--- src/rtl/seq_011_pkg.sv ---
// Shared definitions for the 011-preamble serial transmitter and its detector bench.
// State encodings and the preamble pattern live here so both sides agree on them.
package seq_011_pkg;

  localparam logic [2:0] EncIdle = 3'd0;
  localparam logic [2:0] EncPre0 = 3'd1;
  localparam logic [2:0] EncPre1 = 3'd2;
  localparam logic [2:0] EncPre2 = 3'd3;
  localparam logic [2:0] EncData = 3'd4;
  localparam logic [2:0] EncPar  = 3'd5;

  // Sent MSB first: bit 2 goes out in PRE0, bit 0 in PRE2.
  localparam logic [2:0] Preamble = 3'b011;

  typedef enum logic [2:0] {
    StIdle = EncIdle,
    StPre0 = EncPre0,
    StPre1 = EncPre1,
    StPre2 = EncPre2,
    StData = EncData,
    StPar  = EncPar
  } state_e;

  function automatic int unsigned frame_len(input int unsigned data_w, input bit parity_en);
    return 3 + data_w + {31'd0, parity_en};
  endfunction

endpackage

--- src/rtl/seq_011_tx_piso_shift.sv ---
// Parallel-in, serial-out shift register: loads a word, then presents it MSB first.
module piso_shift #(
  parameter int unsigned DATA_W = 8
) (
  input  logic              clk,
  input  logic              reset,
  input  logic              i_load,
  input  logic              i_shift,
  input  logic [DATA_W-1:0] i_data,
  output logic              o_msb
);

  logic [DATA_W-1:0] r_sreg;

  always_ff @(posedge clk) begin
    if (reset) begin
      r_sreg <= '0;
    end else if (i_load) begin
      r_sreg <= i_data;
    end else if (i_shift) begin
      r_sreg <= r_sreg << 1;
    end
  end

  assign o_msb = r_sreg[DATA_W-1];

endmodule

--- src/rtl/seq_011_tx.sv ---
// Serial frame transmitter: 011 preamble, MSB-first payload, optional even parity.
// All outputs are registered; each state's line value is set on the edge that enters it.
module seq_011_tx
  import seq_011_pkg::*;
#(
  parameter int unsigned DATA_W    = 8,
  parameter bit          PARITY_EN = 1'b1
) (
  input  logic              clk,
  input  logic              reset,
  input  logic              start,
  input  logic [DATA_W-1:0] data,
  output logic              ready,
  output logic              dout,
  output logic              busy,
  output logic              done
);

  localparam int unsigned      CntW    = $clog2(DATA_W + 1);
  localparam logic [CntW-1:0] CntLoad = CntW'(DATA_W);
  localparam logic [CntW-1:0] CntOne  = CntW'(1);

  state_e          r_state;
  logic [CntW-1:0] r_cnt;
  logic            r_par;
  logic            r_dout;
  logic            r_ready;
  logic            r_busy;
  logic            r_done;

  logic w_load;
  logic w_shift;
  logic w_msb;

  // r_cnt counts payload bits still to be shown after the one now on the line.
  always_comb begin
    w_load  = (r_state == StIdle) && start;
    w_shift = (r_state == StPre2) || ((r_state == StData) && (r_cnt != '0));
  end

  piso_shift #(
    .DATA_W (DATA_W)
  ) u_piso_shift (
    .clk     (clk),
    .reset   (reset),
    .i_load  (w_load),
    .i_shift (w_shift),
    .i_data  (data),
    .o_msb   (w_msb)
  );

  always_ff @(posedge clk) begin
    if (reset) begin
      r_state <= StIdle;
      r_cnt   <= '0;
      r_par   <= 1'b0;
      r_dout  <= 1'b1;
      r_ready <= 1'b1;
      r_busy  <= 1'b0;
      r_done  <= 1'b0;
    end else begin
      r_done <= 1'b0;
      case (r_state)
        StIdle: begin
          r_dout <= 1'b1;
          if (start) begin
            r_state <= StPre0;
            r_dout  <= Preamble[2];
            r_ready <= 1'b0;
            r_busy  <= 1'b1;
            r_cnt   <= CntLoad;
            r_par   <= ^data;
          end
        end
        StPre0: begin
          r_state <= StPre1;
          r_dout  <= Preamble[1];
        end
        StPre1: begin
          r_state <= StPre2;
          r_dout  <= Preamble[0];
        end
        StPre2: begin
          r_state <= StData;
          r_dout  <= w_msb;
          r_cnt   <= r_cnt - CntOne;
          r_done  <= !PARITY_EN && (r_cnt == CntOne);
        end
        StData: begin
          if (r_cnt != '0) begin
            r_dout <= w_msb;
            r_cnt  <= r_cnt - CntOne;
            r_done <= !PARITY_EN && (r_cnt == CntOne);
          end else if (PARITY_EN) begin
            r_state <= StPar;
            r_dout  <= r_par;
            r_done  <= 1'b1;
          end else begin
            r_state <= StIdle;
            r_dout  <= 1'b1;
            r_ready <= 1'b1;
            r_busy  <= 1'b0;
          end
        end
        StPar: begin
          r_state <= StIdle;
          r_dout  <= 1'b1;
          r_ready <= 1'b1;
          r_busy  <= 1'b0;
        end
        default: begin
          r_state <= StIdle;
          r_cnt   <= '0;
          r_dout  <= 1'b1;
          r_ready <= 1'b1;
          r_busy  <= 1'b0;
        end
      endcase
    end
  end

  assign ready = r_ready;
  assign dout  = r_dout;
  assign busy  = r_busy;
  assign done  = r_done;

endmodule

--- config.mk ---
export PLATFORM = sky130hd
export DESIGN_NAME = seq_011_tx
export DESIGN_NICKNAME = d
export VERILOG_FILES = /design/src/rtl/seq_011_pkg.sv /design/src/rtl/seq_011_tx_piso_shift.sv /design/src/rtl/seq_011_tx.sv
export SDC_FILE = /design/constraint.sdc
export NUM_CORES = 1
export LEC_CHECK = 0
export CORE_ASPECT_RATIO = 0.75
export CORE_MARGIN = 2
export CORE_UTILIZATION = 45
export CTS_CLUSTER_SIZE = 20
export DETAILED_ROUTE_END_ITERATION = 8
export PLACE_DENSITY = 0.68
export SLEW_MARGIN = 20
export SYNTH_ARGS = -nofsm -noshare
export SYNTH_HDL_FRONTEND = slang
export SYNTH_SLANG_ARGS = --single-unit
export TNS_END_PERCENT = 5
--- constraint.sdc ---
create_clock -name clk -period 3.35 [get_ports clk]
set_input_delay 0.67 -clock clk [delete_from_list [all_inputs] [get_ports clk]]
set_output_delay 0.67 -clock clk [all_outputs]
set_load 0.1 [all_outputs]
==> summary.txt <==
Worst setup path
  – Crit start category: flip-flop
  – WP buf/inv: 1
  – Critical path cell sequence: clkdlybuf4s50_1
  – Arr. time, crit path: 1.74 ns
  – Slowest CP cell: clkdlybuf4s50_1
  – Crit-path max FO: 1
  – Worst R2R Path Depth: 4
  – CP startpoint: dout
  – Worst r2r src: r_state[2]
  – FF-to-FF setup slack: 1.16 ns
  – CP required: 2.68 ns
  – CP peak stage delay: 1.12 ns
  – Crit Reg-Reg Endpoint: u_piso_shift.r_sreg[6]
  – Top delay family on crit path: buffers and inverters
  – CP Capture Type: output port
  – CP Class: reg2out

Layout
  – Share of post-route cells with drive strength above 1: 7.38%
  – Nets: 137
  – Finished layout cell area: 0.00118 mm^2
  – Non-Filler Instances: 147
  – Layout area overhead: 14.1%
  – # diodes: 0
  – Final core occ: 52.9%
  – Filler Cells Inserted: 215

STA
  – Setup tns final: 0 ns
  – Worst-Margin Slew: 0.961 ns
  – Rel. slew slack: 35.7%
  – Slew Limit Fails: 0
  – Unrepaired setup endpoints after global routing: no
  – Tcrit/Tclk final: 72.0%
  – Final worst slack: 0.937 ns
  – Final setup vio count: 0
  – Fmax: 414 MHz
  – Final Hold Fails: 0
  – Minimum clock period: 2.41 ns
  – Post-route clock skew: 0.00231 ns

Detailed routing
  – Vias: 815
  – Final ANT Viol Nets: 0
  – Via count normalized by instance count: 5.54
  – First-pass iteration count of the detailed router: 4
  – DR DRC count: 0
  – Total routed wirelength: 1.98 mm
  – Wirelength per Cell: 13.5 um
  – Initial DRC Count: 9

Pwr
  – Pwr/cell area: 493 mW/mm^2
  – Worst-case vdd ir drop: 0.381 mV
  – Leak pwr: 0.000412 uW

Clock network
  – Post-CTS Setup Inserts: 0
  – Max clock buf depth: 2
  – H-tree depth: 1
  – CTS root buffer: clkbuf_4
  – Clk_lat worst skew: 0.29 ns
  – Clock sinks: 20
  – CTS tree: done
  – CTS resizes: 0
  – # hold bufs at CTS: 0
  – Num CTS Buffers: 3
  – Clk slew on worst S/H paths: 0.10 ns

Global routing
  – Overflow after GRT: 0
  – Vias in the first global route: 727
  – Largest net degree at the start of global routing: 21
  – First-pass GRT wire length: 3.16 mm
  – Total GRT Usage: 15.9%
  – Initial antenna violation count: 0

Min path
  – Hold Path End: dout
  – WHS Path Cells: 2
  – Hold Path Origin: u_piso_shift.r_sreg[7]
  – Min-Delay Path Class: reg2reg

Logic synthesis
  – Post-synthesis cell area: 0.00104 mm^2
  – Sequential area share after synthesis: 38.6%
  – Yosys warning total: 0
  – Synth Flop Type: dfxtp_1
  – EDFF count, synth: 0
  – Flops & latches, synth: 20
  – Synthesized Nets: 127
  – Syn Inst Count: 114
  – Post-synth cell types: 33
  – Syn avg cell area: 9.09 um^2
  – Asr flop ratio synth: 0%

Job
  – # Max-Cap Violations: 0

Placed design
  – Post-place setup slack: 0.892 ns
  – Input/output buffers: 14
  – DP HPWL: 1.47 mm
  – Dpl cells: 144
  – Post-placement cell area: 0.00116 mm^2
  – RD Place Congestion: 0.790

Die
  – # rows: 15
  – Die Ht: 45.6 um
  – Initial Util: 46.4%
  – Die Span X: 59.4 um
  – Core Box Area: 0.00223 mm^2
  – Die ar.: 0.00271 mm^2
  – I/O pins: 15

Outcome
  – Run status: finished clean
-- routing by layer --
| layer | share of wire [%] | wire (um) | track usage [%] |
|---|---|---|---|
| met5 | 0 | 0 | 0 |
| met4 | 0.71 | 14 | 4.09 |
| met3 | 3.8 | 76 | 5.97 |
| met2 | 44 | 879 | 25.3 |
| met1 | 51 | 1010 | 20.5 |
-- report_power, final --
| group | switching, uW | total, uW | internal [uW] |
|---|---|---|---|
| registers | 26.7 | 292 | 265 |
| clock network | 66.9 | 109 | 41.9 |
| logic | 107 | 183 | 75.4 |
| total | 201 | 583 | 383 |
-- worst max path at each step --
stage	endpoint	slack (ns)	cells after the start
2_1_floorplan	u_piso_shift.r_sreg[3]	1.57	5
3_3_place_gp	u_piso_shift.r_sreg[0]	0.99	5
5_1_grt	dout	0.86	1
4_1_cts	dout	0.92	1
6_report	dout	0.94	1
3_5_place_dp	u_piso_shift.r_sreg[0]	0.89	5
-- cell type report --
| class | count | area, um^2 | share of cell area [%] |
|---|---|---|---|
| repair buffers | 14 | 135 | 11.4 |
| multi-input cells | 82 | 582 | 49.2 |
| inverters | 3 | 11.3 | 0.952 |
| flip-flops and latches | 20 | 400 | 33.9 |
| clock buffers | 3 | 22.5 | 1.90 |
| well taps | 25 | 31.3 | 2.65 |
-- cells in the final DEF (no fill, tap or decap), types with 2 or more instances in the layout --
| cell type | n |
|---|---|
| a211oi_1 | 6 |
| nor3_1 | 3 |
| a21oi_1 | 8 |
| dfxtp_1 | 20 |
| nand3b_1 | 3 |
| o21bai_1 | 2 |
| or3b_1 | 2 |
| a211oi_2 | 3 |
| o31ai_1 | 2 |
| inv_1 | 3 |
| nand2_1 | 3 |
| xnor2_1 | 9 |
| mux2i_1 | 7 |
| buf_4 | 2 |
| nor2_1 | 14 |
| ha_1 | 2 |
| nor3b_1 | 3 |
| clkdlybuf4s50_1 | 12 |
| o21ai_0 | 2 |
| clkbuf_4 | 3 |
-- tightest hold or removal path, cell delays in order (launching register included) --
cell and delay [ns]:
dfxtp_1 0.33, nand2_1 0.05, nand2_1 0.05
-- registers in the layout, indices dropped and copies added (netlist names) --
name	cells
u_piso_shift.r_sreg	8
r_cnt	4
r_state	3
busy	1
done	1
dout	1
r_par	1
ready	1
-- cell usage after synthesis, drive strengths merged (7+ instances only) --
| cell | n | area share [%] |
|---|---|---|
| a211oi | 9 | 8.0 |
| dfxtp | 20 | 39 |
| mux2i | 7 | 6.8 |
| xnor2 | 9 | 7.6 |
| clkbuf | 7 | 2.5 |
| a21oi | 8 | 3.9 |
| nor2 | 14 | 5.1 |
-- through the flow --
step	hold slack, ns	total power, uW
detailed placement	0.459	481
global route	0.486	624
finish	0.465	583
CTS	0.474	590
global placement	0.430	475
floorplan	0.415	438
-- cells by family (layout without fill, tap and decap cells) --
logic type                 Yosys count  count (layout)  synth area share, %
DFF                                 20              20                 38.6
xor gates and xnor gates             9               9                 7.61
AOI/OAI and AO/OA                   31              31                 22.5
buffers and inverters               12              20                 5.19
adders and majority gates            2               2                 2.42
and+or+nand+nor                     33              33                 16.9
muxes                                7               7                 6.76
No activity file was read; power rests on OpenSTA's default activity.
